[src/rtl/rv32_writeback.sv]
`default_nettype none
// ============================================================================
//  Module   : rv32_writeback
//  Purpose  : In-order writeback commit buffer with dual enqueue, one retire
//             per clock and youngest-match forwarding lookup for decode.
//  Revision : 1.0 - initial release
// ============================================================================
module rv32_writeback #(
    parameter int DEPTH = 4
) (
    input  logic        clk,
    input  logic        reset_n,
    input  logic        ex_valid,
    output logic        ex_ready,
    input  logic [4:0]  ex_rd,
    input  logic [31:0] ex_value,
    input  logic        mem_valid,
    output logic        mem_ready,
    input  logic [4:0]  mem_rd,
    input  logic [31:0] mem_value,
    output logic [4:0]  rd_address,
    output logic [31:0] rd_value,
    output logic        rd_we,
    input  logic [4:0]  fwd_rs1_address,
    input  logic [4:0]  fwd_rs2_address,
    output logic        fwd_rs1_hit,
    output logic        fwd_rs2_hit,
    output logic [31:0] fwd_rs1_value,
    output logic [31:0] fwd_rs2_value
);

    localparam int c_PTR_W = $clog2(DEPTH);
    localparam int c_CNT_W = $clog2(DEPTH + 1);

    logic [4:0]         r_slot_rd  [DEPTH];
    logic [31:0]        r_slot_val [DEPTH];
    logic [c_PTR_W-1:0] r_head;
    logic [c_PTR_W-1:0] r_tail;
    logic [c_CNT_W-1:0] r_count;
    logic               r_we;
    logic [4:0]         r_addr;
    logic [31:0]        r_val;

    logic               w_mem_push;
    logic               w_ex_push;
    logic               w_pop;
    logic [1:0]         w_push_n;
    logic [c_PTR_W-1:0] w_ex_slot;

    // Readiness looks only at registered occupancy; a same-cycle retire earns no credit.
    assign mem_ready = (r_count <= c_CNT_W'(DEPTH - 1));
    assign ex_ready  = mem_valid ? (r_count <= c_CNT_W'(DEPTH - 2))
                                 : (r_count <= c_CNT_W'(DEPTH - 1));

    assign w_mem_push = mem_valid & mem_ready & (mem_rd != 5'd0);
    assign w_ex_push  = ex_valid & ex_ready & (ex_rd != 5'd0);
    assign w_push_n   = {1'b0, w_mem_push} + {1'b0, w_ex_push};
    assign w_ex_slot  = w_mem_push ? (r_tail + c_PTR_W'(1)) : r_tail;
    assign w_pop      = (r_count != '0);

    always_ff @(posedge clk) begin
        if (w_mem_push) begin
            r_slot_rd[r_tail]  <= mem_rd;
            r_slot_val[r_tail] <= mem_value;
        end
        if (w_ex_push) begin
            r_slot_rd[w_ex_slot]  <= ex_rd;
            r_slot_val[w_ex_slot] <= ex_value;
        end
    end

    always_ff @(posedge clk or negedge reset_n) begin
        if (!reset_n) begin
            r_head  <= '0;
            r_tail  <= '0;
            r_count <= '0;
            r_we    <= 1'b0;
            r_addr  <= 5'd0;
            r_val   <= 32'd0;
        end else begin
            r_tail  <= r_tail + c_PTR_W'(w_push_n);
            r_count <= r_count + c_CNT_W'(w_push_n) - c_CNT_W'(w_pop);
            if (w_pop) begin
                r_we   <= 1'b1;
                r_addr <= r_slot_rd[r_head];
                r_val  <= r_slot_val[r_head];
                r_head <= r_head + c_PTR_W'(1);
            end else begin
                r_we   <= 1'b0;
                r_addr <= 5'd0;
                r_val  <= 32'd0;
            end
        end
    end

    assign rd_we      = r_we;
    assign rd_address = r_addr;
    assign rd_value   = r_val;

    // Scan oldest to youngest so the latest match overwrites earlier ones.
    always_comb begin
        fwd_rs1_hit   = 1'b0;
        fwd_rs1_value = 32'd0;
        fwd_rs2_hit   = 1'b0;
        fwd_rs2_value = 32'd0;
        if (r_we && (r_addr == fwd_rs1_address) && (fwd_rs1_address != 5'd0)) begin
            fwd_rs1_hit   = 1'b1;
            fwd_rs1_value = r_val;
        end
        if (r_we && (r_addr == fwd_rs2_address) && (fwd_rs2_address != 5'd0)) begin
            fwd_rs2_hit   = 1'b1;
            fwd_rs2_value = r_val;
        end
        for (int i = 0; i < DEPTH; i++) begin
            if (c_CNT_W'(i) < r_count) begin
                if ((r_slot_rd[r_head + c_PTR_W'(i)] == fwd_rs1_address) &&
                    (fwd_rs1_address != 5'd0)) begin
                    fwd_rs1_hit   = 1'b1;
                    fwd_rs1_value = r_slot_val[r_head + c_PTR_W'(i)];
                end
                if ((r_slot_rd[r_head + c_PTR_W'(i)] == fwd_rs2_address) &&
                    (fwd_rs2_address != 5'd0)) begin
                    fwd_rs2_hit   = 1'b1;
                    fwd_rs2_value = r_slot_val[r_head + c_PTR_W'(i)];
                end
            end
        end
    end

endmodule
`default_nettype wire
[config.mk]
export PLATFORM = sky130hd
export DESIGN_NAME = rv32_writeback
export DESIGN_NICKNAME = d
export VERILOG_FILES = /design/src/rtl/rv32_writeback.sv
export SDC_FILE = /design/constraint.sdc
export NUM_CORES = 1
export LEC_CHECK = 0
export ABC_CLOCK_PERIOD_IN_PS = 3760
export CAP_MARGIN = 20
export CORE_MARGIN = 2
export CORE_UTILIZATION = 29
export CTS_CLUSTER_SIZE = 10
export DETAILED_ROUTE_END_ITERATION = 10
export GPL_TIMING_DRIVEN = 0
export PLACE_DENSITY = 0.53
export SKIP_LAST_GASP = 1
export SLEW_MARGIN = 20
export SYNTH_ARGS = -nofsm -noshare
export SYNTH_HDL_FRONTEND = slang
export SYNTH_SLANG_ARGS = --single-unit
[constraint.sdc]
create_clock -name clk -period 3.76 [get_ports clk]
set_input_delay 0.94 -clock clk [delete_from_list [all_inputs] [get_ports clk]]
set_output_delay 0.94 -clock clk [all_outputs]
set_load 0.01 [all_outputs]
==> results.cfg, run 1 <==
[outcome]
outcome = finished with violations
violations = negative setup slack

[clocking]
clock_insertion_delay_worst_skew_ps = 510
postCtsHoldBufs = 0
cts_tree = built
clock_path_buffers = 2
clock-root-buffer = sky130_fd_sc_hd__clkbuf_16
htree_num_levels = 4
tritoncts.num_buffers = 17
clkTransAtPathRegs_ps = 90
cts_sinks = 193

[synth]
synth_enable_flop_cells = 148
ys_seq_elements = 193
seq_total_area_yosys = 0.377
synthFlopType = sky130_fd_sc_hd__edfxtp_1
synth_top_cell_area_share = 0.301
yosys.cell_types.count = 66
post_synth_instance_area_um2 = 14800
synthesized_net_count = 1406
syn-mean-instance-area_um2 = 11.3
synthesis.instances = 1308
ys.warnings.count = 0
synth_area_leaders = sky130_fd_sc_hd__edfxtp_1 30%, sky130_fd_sc_hd__mux2_2 18%, sky130_fd_sc_hd__mux2i_1 9.3%, sky130_fd_sc_hd__dfrtp_1 7.6%, sky130_fd_sc_hd__nand2_1 3.0%
netlist.top_cell.by_area = sky130_fd_sc_hd__edfxtp_1
postSynth.asyncResetShare = 0.233

[route]
post-route-drc-count = 0
drt_wirelength_um = 60700
routedWlPerCell_um = 26.6
avgViaCountPerCell = 5.60
detailroute.via_count = 12767
drt_pass1_iterations = 5
antenna_nets_post_route = 0
detailedRoute.firstIterationViolations = 1225

[global_routing]
antenna_found_initial = 1
wire_length_of_the_first_global_routing_pass_um = 83700
gr-usage-all-layers = 0.215
grt.overflow.total = 0
grt_max_degree = 46
vias_in_the_first_global_route = 12668

[timing]
slew_headroom = 0.447
clock.fmax_mhz = 226
fin_crit_ps = 4420
final.setup.worst_slack_ps = -662
timing_max_transition_violations_final = 0
worst_clock_skew_ps = 19.7
layout_worst_path_cycle_share = 1.18
hold-worst-slack_ps = 462
worst_slew_pin_slew_ps = 829
setup_viol_count_final = 66
totalNegativeSetupSlack_ps = -37930
final-hold-violation-count = 0
grt_setup_unrepaired = yes

[power_and_ir_drop]
cellPowerDensity_nw_per_um2 = 810
power.leakage_nw = 7.60
vdd_drop_max_uv = 531

[placed_design]
gpl.final_weighted_congestion = 0.889
placedCellCount = 2163
detailedPlacementHpwl_um = 40700
place.port_buffers = 183

[floorplan]
std_cell_rows = 82
die_area_um2 = 52800
initial_utilization = 0.294
core-area_um2 = 50300
io-pin-count = 194
floorplan.die.height_um = 230
die_width_um = 230

[hold_path]
hold_path.class = primary input to asynchronous set/reset pin

[final_layout]
final_net_count = 1694
area_delta_synth_final_pct = 40.4
layout-drive-gt1-share = 0.449
antenna-diode-count = 0
finalNonFillerCells = 2281
nFillCells = 4809

[worst_setup_path]
worst_ep_arrival_time_ps = 3480
critical_path_required_ps = 2820
criticalPathCategory = flip-flop to output port
crit_path_capture_type = output port
worstPathMaxFanout = 7
cp-start-kind = flip-flop

[job]
max_cap_viol_count = 0
[Yosys cell counts (all sizes together), types with 2 or more instances]
cell	count
or4	3
a22oi	32
and2	42
o21ai	71
nor4	3
nand4	5
o211ai	3
a221o	32
a32oi	4
xnor2	32
ha	9
mux2i	137
or3	4
dfrtp	45
nand2b	4
a21o	2
a22o	4
a31oi	2
inv	17
mux2	244
mux4	16
buf	80
o221ai	63
edfxtp	148
nand3	42
o2111ai	6
nor3	6
nor2	16
a21oi	10
nand2	120
nor2b	4
xor2	17
or2	31
a211oi	3
clkbuf	39
[layout make-up]
cell class,count,area [um2],area share
Buffer,116,1120,0.0539
Clock buffer,19,443,0.0213
Clock inverter,13,116,0.00560
Inverter,17,70.1,0.00337
Multi-Input combinational cell,982,9790,0.472
Sequential cell,193,5570,0.268
Tap cell,672,841,0.0405
Timing Repair Buffer,269,2810,0.135
[cell usage in the layout, fill, tap and decap left out, types with 10 or more instances in the layout]
master / count
sky130_fd_sc_hd__mux4_2: 16
sky130_fd_sc_hd__clkbuf_1: 17
sky130_fd_sc_hd__xnor2_1: 24
sky130_fd_sc_hd__a22oi_1: 16
sky130_fd_sc_hd__a221o_1: 32
sky130_fd_sc_hd__o21ai_0: 61
sky130_fd_sc_hd__o221ai_2: 32
sky130_fd_sc_hd__clkdlybuf4s50_1: 116
sky130_fd_sc_hd__buf_2: 55
sky130_fd_sc_hd__nand3_1: 15
sky130_fd_sc_hd__clkbuf_2: 21
sky130_fd_sc_hd__mux2_4: 19
sky130_fd_sc_hd__buf_12: 32
sky130_fd_sc_hd__dfrtp_1: 44
sky130_fd_sc_hd__clkbuf_16: 29
sky130_fd_sc_hd__or2_1: 25
sky130_fd_sc_hd__and2_1: 39
sky130_fd_sc_hd__buf_8: 15
sky130_fd_sc_hd__o221ai_4: 31
sky130_fd_sc_hd__o21ai_1: 10
sky130_fd_sc_hd__xor2_1: 17
sky130_fd_sc_hd__nor2_1: 12
sky130_fd_sc_hd__buf_6: 41
sky130_fd_sc_hd__mux2_2: 221
sky130_fd_sc_hd__mux2i_1: 125
sky130_fd_sc_hd__a22oi_2: 16
sky130_fd_sc_hd__inv_1: 15
sky130_fd_sc_hd__edfxtp_1: 148
sky130_fd_sc_hd__nand3_2: 26
sky130_fd_sc_hd__nand2_1: 115
sky130_fd_sc_hd__buf_4: 57
[per-layer routing]
layer	GRT usage	up-vias	routed length (um)
li1	-	5621	-
met1	0.283	6486	26100
met2	0.345	555	28200
met3	0.0443	105	4160
met4	0.0835	0	2270
met5	0	-	0
[repair_timing]
| item | in CTS | in global routing |
|---|---|---|
| gates cloned | 3 | 16 |
| pin swaps | 35 | 75 |
| resized for setup | 491 | 183 |
| setup endpoints to repair | 254 | 313 |
| setup buffers | 32 | 38 |
[critical path: stages, from the launching register on]
cell	delay (ps)
sky130_fd_sc_hd__dfrtp_2	450
sky130_fd_sc_hd__buf_8	160
sky130_fd_sc_hd__nor2_4	130
sky130_fd_sc_hd__a22oi_2	100
sky130_fd_sc_hd__mux2_4	280
sky130_fd_sc_hd__mux4_2	490
sky130_fd_sc_hd__or3_4	420
sky130_fd_sc_hd__nand2b_4	290
sky130_fd_sc_hd__buf_12	220
sky130_fd_sc_hd__o221ai_4	230
sky130_fd_sc_hd__buf_2	180
[logic make-up (layout without fill, tap and decap cells)]
kind of cell	count (synthesis)	after routing	share of synthesized area
adder cells (fa/ha/maj)	10	10	0.00897
buffers and inverters	136	434	0.0521
XOR/XNOR	49	49	0.0295
multiplexers	397	397	0.303
AO/OA/AOI/OAI	240	242	0.134
flip-flops	193	193	0.377
AND/OR/NAND/NOR	283	284	0.0957
[registers in the layout, indices dropped and copies added (netlist names)]
register,cells
r_slot_val,128
rd_value,32
r_slot_rd,20
rd_address,5
r_count,3
r_head,2
r_tail,2
rd_we,1
[report_power, final]
| part | leakage (nW) | switching (mW) | total, mW | internal [mW] |
|---|---|---|---|---|
| Sequential | 1.89 | 0.605 | 3.74 | 3.13 |
| Clock | 0.269 | 0.954 | 1.84 | 0.887 |
| Combinational | 5.45 | 6.17 | 11.2 | 5.07 |
| Total | 7.60 | 7.73 | 16.8 | 9.09 |
[metrics by stage]
step	instance area (um2)	utilization	setup slack (ps)	power, mW
after detailed placement	17600	0.349	-1500	12.8
final	20800	0.413	-662	16.8
after floorplan	14900	-	-123	9.29
after global routing	20800	0.413	-720	17.6
after global placement	17500	0.349	-2090	12.7
after CTS	19200	0.382	-690	15.5
[path summary, 6_finish.rpt]
kind | startpoint | endpoint | slack, ps | cells after the start
worst max-delay path | r_head[1] | fwd_rs1_value[30] | -660 | 10
min in group clk | r_count[0] | r_count[0] | 600 | 1
worst min-delay path | reset_n | rd_value[28] | 460 | 1
worst min register to register | r_count[0] | r_count[0] | 600 | 1
max in group asynchronous | reset_n | r_head[1] | 2800 | 1
worst max register to register | r_count[2] | r_slot_val[2][24] | 410 | 9
Power figures use the tool's default switching activity.
==> run 2: changes to the inputs <==
CELL_PAD_IN_SITES_DETAIL_PLACEMENT = 0   (was not set)
CELL_PAD_IN_SITES_GLOBAL_PLACEMENT = 1   (was not set)
PLACE_DENSITY = 0.63   (was 0.53)
SKIP_LAST_GASP = not set   (was 1)
==> run 2 against run 1 <==
Against the previous run: final area grew 1.1%; largest power group unchanged; clock skew fell by 6.7 ps; non-clock buffer count increased by 12; sequential power hardly changed; the flow still finishes with violations (negative setup slack); final cell count grew 0.48%; register-to-register slack improved by 50 ps.
==> results.cfg, run 2 (synthesis gave the netlist of run 1 again) <==
[final_layout]
utilization = 0.417
finalNonFillerCells = 2292
layout-drive-gt1-share = 0.460
area_delta_synth_final_pct = 41.9
most_used_cells_in_the_layout_excluding_fill_and_tap_cells = 235 x sky130_fd_sc_hd__mux2_2, 148 x sky130_fd_sc_hd__edfxtp_1, 125 x sky130_fd_sc_hd__mux2i_1
registers.top_by_ff_count = r_slot_val
post-route-cell-area_um2 = 21000
final_net_count = 1705
largest_register_ffs = 128
layout_commonest_cell = sky130_fd_sc_hd__mux2_2
antenna-diode-count = 0

[clocking]
cts_tree = built
htree_num_levels = 4
clock_path_buffers = 2
clkTransAtPathRegs_ps = 80
clock-root-buffer = sky130_fd_sc_hd__clkbuf_16
cts_sinks = 193
clock_insertion_delay_worst_skew_ps = 490
tritoncts.num_buffers = 17
postCtsHoldBufs = 0

[floorplan]
std_cell_rows = 82
initial_utilization = 0.294
io-pin-count = 194
core-area_um2 = 50300
die_width_um = 230
floorplan.die.height_um = 230
die_area_um2 = 52800

[hold_path]
hold_path.class = primary input to asynchronous set/reset pin

[worst_setup_path]
worst-path-buf-inv = 5
critical_path_required_ps = 2820
criticalPathCategory = flip-flop to output port
critical_path.startpoint = r_head[1]
worstReg2RegStart = r_count[2]
cp-start-kind = flip-flop
worstPathMaxFanout = 10
cpMaxStageDelayCell = sky130_fd_sc_hd__mux4_2
r2r_slack_ps = 460
timing.critical_path.slowest_cell_delay_ps = 490
crit_path_capture_type = output port
worst_ep_arrival_time_ps = 3490
critical_path.top_delay_family = multiplexers
crit_path_cell_trace = buf_6 > buf_6 > nor2b_4 > a32oi_2 > mux2_4 > mux4_2 > or3_4 > nand2b_4 > buf_12 > buf_12 > o221ai_4 > buf_2

[power_and_ir_drop]
cellPowerDensity_nw_per_um2 = 809
vdd_drop_max_uv = 540
power.leakage_nw = 7.62

[route]
drt_pass1_iterations = 6
drt_wirelength_um = 59900
routedWlPerCell_um = 26.2
detailroute.via_count = 12639
antenna_nets_post_route = 0
avgViaCountPerCell = 5.51
detailedRoute.firstIterationViolations = 1025
post-route-drc-count = 0

[global_routing]
grt.overflow.total = 0
vias_in_the_first_global_route = 12735
gr-usage-all-layers = 0.221
wire_length_of_the_first_global_routing_pass_um = 85500
antenna_found_initial = 1
grt_max_degree = 46

[timing]
final.setup.worst_slack_ps = -671
fin_crit_ps = 4430
layout_worst_path_cycle_share = 1.18
timing_max_transition_violations_final = 0
worst_slew_pin_slew_ps = 904
worst_clock_skew_ps = 12.9
slew_headroom = 0.397
clock.fmax_mhz = 226
grt_setup_unrepaired = yes
final-hold-violation-count = 0
setup_viol_count_final = 66

[job]
max_cap_viol_count = 0

[outcome]
violations = negative setup slack
outcome = finished with violations

[placed_design]
gpl.final_weighted_congestion = 0.858
placedInstanceArea_um2 = 17600
detailedPlacementHpwl_um = 40900
place.port_buffers = 183
placedCellCount = 2163
-- run 2: timing repair --
action / 4_1_cts / 5_1_grt
endpoints found under the setup margin: 264 / 218
setup buffers: 65 / 28
resized for setup: 586 / 142
pin swaps: 62 / 66
gates cloned: 9 / 5
-- run 2: worst register-to-register path: cells and delay by family, from the launching register on --
kind                   cells  cell delay [ps]
AO/OA/AOI/OAI              2              590
buffers and inverters      5             1580
flip-flops                 1              360
AND/OR/NAND/NOR            2              400
-- run 2: final timing paths --
kind / end / cells past startpoint
worst max-delay path: fwd_rs1_value[22] / 12
worst min-delay path: rd_value[27] / 1
worst max register to register: r_slot_val[2][9] / 9
worst min register to register: r_count[0] / 1
max in group asynchronous: r_head[1] / 1
min in group clk: r_count[0] / 1
-- run 2: routing by layer --
| metal | global-route usage | vias to the layer above | wire (um) |
|---|---|---|---|
| li1 | - | 5621 | - |
| met1 | 0.294 | 6437 | 26600 |
| met2 | 0.357 | 506 | 28000 |
| met3 | 0.0413 | 75 | 3750 |
| met4 | 0.0786 | 0 | 1670 |
| met5 | 0 | - | 0 |
-- run 2: final cells by class --
| cell class | instances | area (um2) |
|---|---|---|
| fill | 4730 | 29300 |
| multi-input combinational | 981 | 9870 |
| sequential | 193 | 5570 |
| timing repair buffer | 281 | 2900 |
| buffer | 116 | 1160 |
| tap | 672 | 841 |
| clock buffer | 17 | 425 |
| clock inverter | 15 | 145 |
| inverter | 17 | 72.6 |
-- run 2: power by group --
group,switching (mW),total (mW),internal [mW]
clock,1.00,1.89,0.882
sequential,0.594,3.73,3.13
combinational,6.20,11.4,5.17
-- run 2: stage by stage --
step                      hold WS, ps  worst slack [ps]  total power, mW  TNS (ps)
final                             491              -671             17.0    -38410
after detailed placement          570             -1590             12.9   -273140
after CTS                         515              -771             16.2    -41190
after global placement            551             -2070             12.8   -434470
after floorplan                   515              -123             9.29     -3570
after global routing              539              -776             17.8    -44950
